**config.mk**
```make
export PLATFORM = sky130hd
export DESIGN_NAME = perf_readout
export DESIGN_NICKNAME = d
export VERILOG_FILES = /design/src/rtl/perf_pkg.sv /design/src/rtl/perf_shadow_regfile.sv /design/src/rtl/perf_readout.sv
export SDC_FILE = /design/constraint.sdc
export NUM_CORES = 1
export LEC_CHECK = 0
export ABC_AREA = 1
export CORE_UTILIZATION = 41
export CTS_CLUSTER_DIAMETER = 80
export DETAILED_ROUTE_END_ITERATION = 8
export PLACE_DENSITY = 0.66
export SETUP_SLACK_MARGIN = 0.2
export SYNTH_ARGS = -nofsm -noshare
export SYNTH_HDL_FRONTEND = slang
export SYNTH_SLANG_ARGS = --single-unit
export TNS_END_PERCENT = 10
```
**constraint.sdc**
```tcl
create_clock -name clk -period 2.4 [get_ports clk]
set_input_delay 0.6 -clock clk [delete_from_list [all_inputs] [get_ports clk]]
set_output_delay 0.6 -clock clk [all_outputs]
set_load 0.02 [all_outputs]
```
**src/rtl/perf_pkg.sv**
```systemverilog
// Shared types and register-map constants for the perf counter readout window.
package perf_pkg;

    typedef enum logic [4:0] {
        L1I_HIT    = 5'd0,
        L1I_MISS   = 5'd1,
        L1D_HIT    = 5'd2,
        L1D_MISS   = 5'd3,
        L2_HIT     = 5'd4,
        L2_MISS    = 5'd5,
        BRANCH     = 5'd6,
        MISPREDICT = 5'd7,
        STALL      = 5'd8,
        RESET      = 5'd9,
        JAL_RESET  = 5'd10
    } perf_cnt_e;

    localparam int NUM_PERF_CNT = 11;

    localparam logic [7:0] CTRL_OFS   = 8'h80;
    localparam logic [7:0] STATUS_OFS = 8'h84;

    localparam int CTRL_SNAP_BIT = 0;
    localparam int CTRL_CLR_BIT  = 1;

    typedef enum logic [1:0] {
        ST_IDLE,
        ST_SWEEP,
        ST_RESP
    } rd_state_e;

endpackage

```
**src/rtl/perf_shadow_regfile.sv**
```systemverilog
// Snapshot storage: one write port filled by the sweep, one combinational read port for the bus.
module perf_shadow_regfile #(
    parameter int NUM_CNT = 11
) (
    input  logic        clk,
    input  logic        rst_n,
    input  logic        we_i,
    input  logic [4:0]  widx_i,
    input  logic [31:0] wdata_i,
    input  logic [4:0]  ridx_i,
    output logic [31:0] rdata_o
);

    localparam int         IW        = (NUM_CNT > 1) ? $clog2(NUM_CNT) : 1;
    localparam logic [5:0] NUM_CNT_W = 6'(NUM_CNT);

    logic [31:0] regsQ [NUM_CNT];

    always_ff @(posedge clk or negedge rst_n) begin
        if (!rst_n) begin
            for (int i = 0; i < NUM_CNT; i++) begin
                regsQ[i] <= '0;
            end
        end else if (we_i && ({1'b0, widx_i} < NUM_CNT_W)) begin
            regsQ[widx_i[IW-1:0]] <= wdata_i;
        end
    end

    // Indices past the last counter read as zero so unmapped shadow slots are harmless.
    always_comb begin
        rdata_o = '0;
        if ({1'b0, ridx_i} < NUM_CNT_W) begin
            rdata_o = regsQ[ridx_i[IW-1:0]];
        end
    end

endmodule

```
**src/rtl/perf_readout.sv**
```systemverilog
// MMIO window over the perf counter bank: a CTRL write sweeps every counter into shadow
// registers (optionally clearing them), and software reads the coherent snapshot afterwards.
module perf_readout
    import perf_pkg::*;
#(
    parameter int          NUM_CNT   = NUM_PERF_CNT,
    parameter logic [31:0] BASE_ADDR = 32'hFFFF_FF00
) (
    input  logic        clk,
    input  logic        rst_n,
    input  logic        mem_read,
    input  logic        mem_write,
    input  logic [31:0] mem_address,
    input  logic [31:0] mem_wdata,
    output logic        mem_sel,
    output logic [31:0] mem_rdata,
    output logic        mem_resp,
    output logic [4:0]  read_src,
    output logic        clear,
    input  logic [31:0] read_data
);

    localparam logic [4:0] LAST_IDX = 5'(NUM_CNT - 1);

    rd_state_e   stateQ, stateD;
    logic [4:0]  readSrcQ, readSrcD;
    logic        clearQ, clearD;
    logic [7:0]  snapSeqQ, snapSeqD;
    logic [31:0] rdataQ, rdataD;

    logic        req;
    logic        isCtrl;
    logic        isStatus;
    logic        startSweep;
    logic        shadowWe;
    logic [31:0] shadowRdata;
    logic [31:0] statusWord;
    logic        unusedBits;

    assign unusedBits = ^{mem_address[1:0], mem_wdata[31:2]};

    assign mem_sel    = (mem_address[31:8] == BASE_ADDR[31:8]);
    assign req        = mem_sel && (mem_read || mem_write);
    assign isCtrl     = (mem_address[7:2] == CTRL_OFS[7:2]);
    assign isStatus   = (mem_address[7:2] == STATUS_OFS[7:2]);
    assign startSweep = req && mem_write && isCtrl && mem_wdata[CTRL_SNAP_BIT];
    assign statusWord = {16'h0, snapSeqQ, 7'h0, (stateQ == ST_SWEEP)};

    perf_shadow_regfile #(
        .NUM_CNT (NUM_CNT)
    ) u_shadow (
        .clk     (clk),
        .rst_n   (rst_n),
        .we_i    (shadowWe),
        .widx_i  (readSrcQ),
        .wdata_i (read_data),
        .ridx_i  (mem_address[6:2]),
        .rdata_o (shadowRdata)
    );

    always_ff @(posedge clk or negedge rst_n) begin
        if (!rst_n) begin
            stateQ   <= ST_IDLE;
            readSrcQ <= '0;
            clearQ   <= 1'b0;
            snapSeqQ <= '0;
            rdataQ   <= '0;
        end else begin
            stateQ   <= stateD;
            readSrcQ <= readSrcD;
            clearQ   <= clearD;
            snapSeqQ <= snapSeqD;
            rdataQ   <= rdataD;
        end
    end

    // read_src doubles as the sweep index, so the counter bank and the shadow write agree by construction.
    always_comb begin
        stateD   = stateQ;
        readSrcD = readSrcQ;
        clearD   = clearQ;
        snapSeqD = snapSeqQ;
        rdataD   = rdataQ;
        shadowWe = 1'b0;
        case (stateQ)
            ST_IDLE: begin
                if (startSweep) begin
                    readSrcD = '0;
                    clearD   = mem_wdata[CTRL_CLR_BIT];
                    stateD   = ST_SWEEP;
                end else if (req) begin
                    stateD = ST_RESP;
                    if (mem_write) begin
                        rdataD = '0;
                    end else if (!mem_address[7]) begin
                        rdataD = shadowRdata;
                    end else if (isStatus) begin
                        rdataD = statusWord;
                    end else begin
                        rdataD = '0;
                    end
                end
            end
            ST_SWEEP: begin
                shadowWe = 1'b1;
                if (readSrcQ == LAST_IDX) begin
                    readSrcD = '0;
                    clearD   = 1'b0;
                    snapSeqD = snapSeqQ + 8'd1;
                    rdataD   = '0;
                    stateD   = ST_RESP;
                end else begin
                    readSrcD = readSrcQ + 5'd1;
                end
            end
            ST_RESP: begin
                rdataD = '0;
                stateD = ST_IDLE;
            end
            default: begin
                stateD = ST_IDLE;
            end
        endcase
    end

    assign mem_resp  = (stateQ == ST_RESP);
    assign mem_rdata = rdataQ;
    assign read_src  = readSrcQ;
    assign clear     = clearQ;

endmodule
```
==> impl_summary.md, run 1 <==
Logic synthesis
Synthesis inferred 400 register bits. Of the total synthesized cell area, the portion taken by XOR and XNOR cells is 0.003797. The Yosys warning count is 0. After synthesis, the cell types taking the most area are dfrtp_1 (54%), nand2_1 (21%), o21ai_1 (6.7%). The number of distinct standard cells referenced by the synthesized netlist is 34.

The dominant combinational cell family by area after synthesis is simple AND/OR/NAND/NOR gates. The share of cell area taken by muxes after synthesis is 0. The synthesized area per cell is 8.118 um^2.

The post-synthesis cell type with the largest combined area is dfrtp_1. The synthesized net count is around 2400. In this run the cell area of the synthesized design comes to around 0.018 mm^2. The flip-flop cell with the highest count after synthesis is dfrtp_1. For this run, asynchronously set or reset flops after synthesis account for 1.000. The number of enable-type register cells in the synthesized netlist is 0. The complex-gate fraction of the synthesized area was 0.1147. The gate count of the mapped netlist is 2273. The post-synthesis simple-gate area fraction is 0.2692. The area share of the largest cell type after synthesis is 0.5425.

Of the total synthesized cell area, the portion taken by full adders, half adders and majority gates is 0.006103. For this run, the register share of the synthesized area comes to 0.5425.

Die
The core box area is 0.04432 mm^2. Measured along the y axis, the die boundary spans roughly 210 um. The number of cell rows is 77. The number of ports placed on the die boundary is 140. The die is around 210 um wide. The die covers roughly 0.046 mm^2. The effective utilization at floorplan is 0.4163.

Pwr
The worst ir drop on vdd is roughly 470 uV. Dividing total power by cell area gives a power density of 684.2 mW/mm^2. The net switching power of the design is 3.893 mW. Of the total power, the share spent switching nets is 0.2565. Of the total power, combinational logic draws 0.120.

The internal power consumption is 11.29 mW. For this design the static power due to leakage is 11.28 nW. Of the total power, the clock network draws 0.427. Of the total power, registers draw 0.453.

Finish
The share of final-layout standard cells stronger than drive strength 1 is 0.09402. The final antenna diode count is 0. The number of nets in the layout is 2471.

The total non-filler cell area in the finished layout is about 0.022 mm^2. The area added between synthesis and finish is 20.24%. Once layout is complete, the utilization of the core stands at 0.5006. The filler cells instantiated in the layout total 4153.

Clock tree
The post-CTS setup-driven buffer insertion count is 0. The clock slew seen by the registers of the worst setup and hold paths is approximately 0.070 ns. The H-tree was split into 2 levels. The root buffer selected by CTS is clkbuf_16.

The buffer depth of the longest clock path is 3. The total CTS buffers is 42. The clock reaches the later pin of the worst-skew pair after 0.55 ns. The number of hold buffers added after cts is 0. For this design, the sink count on the clock tree is 400. The clock tree from TritonCTS is yes.

STA
The number of hold violations in the final report is 0. In this run the tightest slew margin relative to its limit is 0.4852. The final setup violation count is 0. Setup repair after global routing could not meet its margin everywhere. The count of pins over their slew limit is 0. The actual transition at the worst max-transition pin is 0.7694 ns. Based on the critical path, the design can be clocked at up to ~0.45 GHz.

The worst path needs ~2.2 ns of the cycle, external delays included. The part of the cycle the worst path needs is 0.9324. The clock arrives with about 0.022 ns of skew.

Setup path
Counting cells, the worst reg-to-reg path comes to 9. The setup path with the least slack is of type register to primary output. The data arrival at the endpoint of the critical path is 1.64 ns.

The kind of capture point of the worst setup path is a primary output. The slowest stage of the critical path is the clkdlybuf4s50_1 cell. For the worst setup path, the data required time is 1.80 ns.

The signal on the critical path passes through clkdlybuf4s50_1. The largest single stage delay on the critical path is 0.65 ns. The number of buffers and inverters on the critical path is 1.

The register-to-register setup slack is 0.25 ns. The worst setup path is launched from a register. The kind of cell with the highest combined delay along the critical path is buffers and inverters. The path length in cells of the critical path is 1. The maximum fanout encountered on the critical timing path is 4.

Detailed routing
The first detailed-routing pass took 5 iterations. The number of DRC violations after detailed-routing iteration 0 is 1314. The wire length after detailed routing is between 50 and 60 mm. The detail-routed via count per cell is between 5 and 6. The count of nets left with antenna violations once routing finished came out at 0. The post-detailed-route DRC marker count is 0. The routed wire length per instance is about 17 um. The total number of vias is ~15000.

Min path
The min-delay analysis places its worst path in the category input pin to async pin.

GRT
For this run, the total global-route usage over all layers was measured as 0.2242. The maximum number of pins on one net before global-route repair is 65. The wire length of the first global-routing pass is 82.70 mm. The via count of the first global-routing pass is 15270. The number of antenna violations at the first check in global routing is 0. The total congestion overflow is 0.

Placed design
In this run the cell area measured after placement is roughly 0.021 mm^2. The port buffer count is 107. The congestion estimate from routability-driven global placement came to 0.8513. The HPWL after detailed placement is approximately 31 mm.

Run
Max-cap violations in this run came to 0.

Status
The run finished with clean final reports.
## path summary, 6_finish.rpt
kind                                          from                               to
hold reg to reg            snapSeqQ[7]$_DFFE_PN0P_          snapSeqQ[7]$_DFFE_PN0P_
setup / recovery           read_src[4]$_DFFE_PN0P_                      read_src[4]
hold / removal                               rst_n  u_shadow.regsQ[173]$_DFFE_PN0P_
min in group clk           snapSeqQ[7]$_DFFE_PN0P_          snapSeqQ[7]$_DFFE_PN0P_
setup reg to reg             stateQ[1]$_DFFE_PN0P_  u_shadow.regsQ[282]$_DFFE_PN0P_
max in group asynchronous                    rst_n  u_shadow.regsQ[331]$_DFFE_PN0P_
## metal layers
layer  GRT usage  vias to the layer above  share of wire
met5           0                        -              0
li1            -                     7486              -
met2      0.3781                      462           0.48
met3     0.03447                       85          0.058
met1      0.2960                     7458           0.44
met4     0.07167                        0          0.026
## logic make-up after synthesis
logic type,count (synthesis)
AO/OA/AOI/OAI,408
XOR/XNOR,8
adder cells (fa/ha/maj),9
buffers and inverters,253
flip-flops,400
AND/OR/NAND/NOR,1195
## layout by cell type, fill, tap and decap left out, drive strengths merged
cell type and count:
o21ai 399, xor2 8, a21oi 9, nor2 25
clkdlybuf4s50 86, clkbuf 61, clkinvlp 3, nor3 3
inv 86, buf 103, nand2 1011, bufinv 2
dlymetal6s2s 18, ha 9, or2 1, nand3 92
dlygate4sd2 1, nand4 59, clkinv 13, dfrtp 400
nor4 4
## synth_stat cells (2+ instances only)
| cell type | instances |
|---|---|
| nand4_4 | 5 |
| inv_1 | 79 |
| o21ai_2 | 20 |
| nor2_4 | 3 |
| clkinv_1 | 6 |
| xor2_1 | 8 |
| clkbuf_1 | 83 |
| nand4_1 | 53 |
| nor2_2 | 3 |
| nand2_4 | 2 |
| a21oi_1 | 9 |
| dfrtp_1 | 400 |
| clkbuf_2 | 2 |
| nand2_1 | 1009 |
| nand3_4 | 4 |
| nor2_1 | 19 |
| buf_2 | 58 |
| buf_6 | 17 |
| nor4_1 | 2 |
| o21ai_0 | 131 |
| ha_1 | 9 |
| nand3_1 | 87 |
| inv_2 | 4 |
| o21ai_1 | 248 |
| nor3_1 | 3 |
## cell type report
cell class	count	area, um^2	share of cell area
Multi-Input combinational cell	1620	7331	0.3304
Clock inverter	14	142.6	0.006429
Timing Repair Buffer	208	2389	0.1077
Tap cell	592	740.7	0.03339
Sequential cell	400	10010	0.4512
Clock buffer	61	1234	0.05561
Inverter	90	340.3	0.01534
## timing repair
| item | CTS | global route |
|---|---|---|
| gates resized for setup | 6 | 26 |
| pin swaps | 0 | 13 |
| setup endpoints to repair | 10 | 74 |
| cloned | 0 | 0 |
## power by group through the flow
| stage | registers (mW) | logic (mW) | clock network, mW |
|---|---|---|---|
| final | 6.87 | 1.82 | 6.48 |
| after CTS | 6.87 | 1.84 | 6.60 |
| after global routing | 6.88 | 2.00 | 6.87 |
| after floorplan | 7.08 | 0.775 | 0 |
| after global placement | 6.99 | 1.83 | 0 |
| after detailed placement | 7.00 | 1.84 | 0 |
## state kept, by name, summed over array words and instances, names as in the netlist
name,count
mem_rdata,32
snapSeqQ,8
clear,1
stateQ,2
u_shadow.regsQ,352
read_src,5
## worst register-to-register path: stages, from the launching register on
cell	delay, ns
dfrtp_1	0.40
inv_1	0.11
ha_1	0.27
inv_2	0.08
nor4_4	0.35
buf_12	0.22
nand3_4	0.09
buf_12	0.24
nand2_1	0.13
o21ai_0	0.12
## per-stage QoR
stage	setup WS [ns]	hold slack, ns	setup TNS (ns)	std cells	power [mW]
floorplan	0.3242	0.3044	0	2273	7.855
global placement	-0.4004	0.4561	-6.139	2910	8.822
detailed placement	-0.4293	0.4621	-7.126	2910	8.836
CTS	0.02637	0.007251	0	2985	15.31
global route	0.1150	0.02317	0	2985	15.75
finish	0.1622	0.01530	0	2985	15.18
Power figures use the tool's default switching activity.
==> inputs of run 2 (changes only) <==
--- a/config.mk
+++ b/config.mk
@@ -9,7 +9,7 @@
 export CORE_UTILIZATION = 41
 export CTS_CLUSTER_DIAMETER = 80
 export DETAILED_ROUTE_END_ITERATION = 8
-export PLACE_DENSITY = 0.66
+export PLACE_DENSITY = 0.69
 export SETUP_SLACK_MARGIN = 0.2
 export SYNTH_ARGS = -nofsm -noshare
 export SYNTH_HDL_FRONTEND = slang
==> constraint.sdc (replaced) <==
create_clock -name clk -period 1.9 [get_ports clk]
set_input_delay 0.475 -clock clk [delete_from_list [all_inputs] [get_ports clk]]
set_output_delay 0.475 -clock clk [all_outputs]
set_load 0.02 [all_outputs]
==> run 2 against run 1 <==
  * The flow now finishes with violations (setup timing)
  * Setup slack lost 0.26 ns
  * Die area unchanged
  * Sequential power is 26% higher
  * Register-to-register slack lost 0.34 ns
  * Sequential share of layout area fell by 2.6 points
  * First-iteration DRC count rose by 39%
  * Final area grew 6.3%
  * Global-route usage rose by 3.0 points
  * Critical path depth increased by 9
  * Cell count grew 2.0%
  * Critical endpoint is now u_shadow.regsQ[204]$_DFFE_PN0P_
==> impl_summary.md, run 2 (same netlist as run 1, synthesis figures left out) <==
Pwr
For this design the ratio of total power to cell area is ~830 mW/mm^2. After layout, the design draws a total of about 20 mW. VDD sags by at most approximately 530 uV. Summed over all cells, the static leakage comes to around 12 nW.

STA
Static timing analysis puts the maximum clock frequency at between 0.5 and 0.6 GHz. The final worst clock skew is roughly 0.015 ns. The count of pins over their slew limit is 0.

The actual transition at the worst max-transition pin is 0.4584 ns. The headroom to the max-slew limit is 0.6944. Setup repair after global routing could not meet its margin everywhere. The number of hold violations in the final report was 0. Setup violations remaining at the end of the flow were counted as roughly 130.

The worst-case setup margin in the final layout is -0.09413 ns. In the finished design, the share of the clock period the worst path needs comes to 1.050. The worst hold slack after final layout is between 0.3 and 0.4 ns. Counting I/O delays and the setup requirement, the final critical path takes around 2.0 ns.

GRT
The wire length of the first global-routing pass is 92.09 mm. The total congestion overflow is 0. The total track usage is 0.2543. The via count of the first global-routing pass is around 16000.

The number of antenna violations at the first check in global routing was 0. Entering global routing, the biggest net connects 80 pins.

Setup path
The reg-to-reg startpoint is stateQ[1]$_DFFE_PN0P_. The type of the worst setup path is register to register. The worst register-to-register path ends at u_shadow.regsQ[204]$_DFFE_PN0P_.

The worst setup path is captured at a register. The worst register-to-register path has a setup slack of -0.09 ns. The depth of the worst register-to-register path is 10. The required time at the endpoint of the critical path is around 2.4 ns. The data arrival at the endpoint of the critical path is approximately 2.5 ns. Of all nets on the critical path, the largest fanout is 8.

STA classifies the critical path startpoint as a register.

Clock tree
The clock slew seen by the registers of the worst setup and hold paths is around 0.07 ns. The H-tree generated during clock tree synthesis spans 2 levels. Counting every sink on the clock net gives 400. For the worst-skew pair, the clock arrives at the later sink with an insertion delay of between 0.5 and 0.6 ns. The clock tree from TritonCTS is yes. The root buffer selected by CTS is clkbuf_16. The buffer depth of the longest clock path is 3.

The total CTS buffers is 41.

Finish
The share of final-layout standard cells stronger than drive strength 1 is 0.2099. Relative to the synthesized area, the layout overhead comes to 27.79%. The top cell types in the final layout, fill and taps aside, are nand2_1 (854), dfrtp_1 (395), o21ai_1 (285). The area used by multi-input combinational logic is between 0.007 and 0.008 mm^2. The number of nets in the layout is 2533. Summing all flip-flop and latch instances after layout gives roughly 0.01 mm^2. The largest register by flop count is u_shadow.regsQ. The most common cell after layout, fill and taps aside is nand2_1.

The layout filler cell count is 3907. The final antenna diode count is 0. The register with the most flip-flops in the layout has approximately 350 of them. The finished layout holds roughly 3000 standard cells, fillers aside.

Die
The die outline area is 0.04586 mm^2. between 100 and 150 I/O pins were placed. Measured along the x axis, the die boundary spans about 210 um.

The die span in y is around 210 um. In this run the core area contains 77 standard-cell rows. The effective utilization at floorplan is 0.4163. The total area inside the core boundary comes to between 0.04 and 0.05 mm^2.

Detailed routing
In this run, the number of DRC markers left after iteration 0 of detailed routing was 1831. The residual antenna-violating net count after detailed routing is 0. The routed wire length per instance is 19.28 um. Using the TritonRoute via totals, the vias-per-cell ratio works out to roughly 5.4.

The detailed-routing iteration count for the pre-antenna-repair pass is 6. After detailed routing, the total wire length is approximately 59 mm. The post-detailed-route DRC marker count is 0. The total number of vias is between 15000 and 20000.

Placed design
Once placement completed, the tool counted placed cells totaling 2913. The final RePlAce weighted congestion is just under 0.9. Detailed placement ended at an HPWL of roughly 32 mm.

The worst-case setup slack after placement is -0.7271 ns. The port buffer count is between 100 and 150.

Run
The number of maximum-capacitance constraint violations is 0.

Status
The run finished, with violations left. The final reports fail on setup timing.

Min path
The classification of the worst-slack hold path is input pin to async pin.
-- run 2: worst max path at each step --
| stage | startpoint | endpoint | slack (ns) |
|---|---|---|---|
| floorplan | read_src[2]$_DFFE_PN0P_ | u_shadow.regsQ[139]$_DFFE_PN0P_ | 0.05 |
| global placement | mem_address[17] | mem_rdata[21]$_DFFE_PN0P_ | -0.68 |
| detailed placement | mem_address[11] | mem_rdata[23]$_DFFE_PN0P_ | -0.73 |
| CTS | stateQ[1]$_DFFE_PN0P_ | u_shadow.regsQ[222]$_DFFE_PN0P_ | -0.08 |
| global route | stateQ[1]$_DFFE_PN0P_ | u_shadow.regsQ[165]$_DFFE_PN0P_ | -0.14 |
| finish | stateQ[1]$_DFFE_PN0P_ | u_shadow.regsQ[204]$_DFFE_PN0P_ | -0.09 |
-- run 2: per-stage QoR --
step / util / setup TNS [ns] / instance area, um^2
finish: 0.5320 / -4.709 / 23580
global placement: 0.4701 / -27.58 / 20830
global route: 0.5320 / -15.85 / 23580
detailed placement: 0.4701 / -36.28 / 20830
CTS: 0.5246 / -2.916 / 23250
floorplan: - / 0 / 18610
-- run 2: critical path, cell delays in order, from the launching register on --
cell       delay (ns)
dfrtp_1          0.40
inv_2            0.08
ha_4             0.15
inv_4            0.04
nor4_4           0.25
buf_4            0.18
buf_12           0.13
nand4_4          0.10
buf_12           0.19
clkbuf_16        0.20
o21ai_0          0.16
-- run 2: per-layer routing --
metal  track usage  vias up  wire length (um)
met1        0.3317     8048             24300
met5             0        -                 0
met4        0.1067        0              2106
li1              -     7653                 -
met3       0.04014      116              4135
met2        0.4215      667             28160
-- run 2: final cells by class --
type	instances	area share
clock buffers	63	0.05211
clock inverters	9	0.004776
repair buffers	270	0.1353
inverters	90	0.01465
flip-flops and latches	400	0.4248
multi-input cells	1621	0.3370
well taps	592	0.03141
-- run 2: power by group --
| part | internal, mW | switching [mW] | leakage [nW] |
|---|---|---|---|
| Clock | 4.73 | 3.36 | 0.663 |
| Sequential | 8.62 | 0.0714 | 3.73 |
| Combinational | 1.15 | 1.75 | 7.27 |
| Total | 14.5 | 5.19 | 11.7 |
-- run 2: repair_timing --
item                                   4_1_cts  5_1_grt
resized for setup                          334      154
setup endpoints to repair                  433      409
hold buffers                                 1        0
pin swaps                                  103       44
buffers inserted                            40        1
endpoints found under the hold margin       22        0
cloned                                      15        3
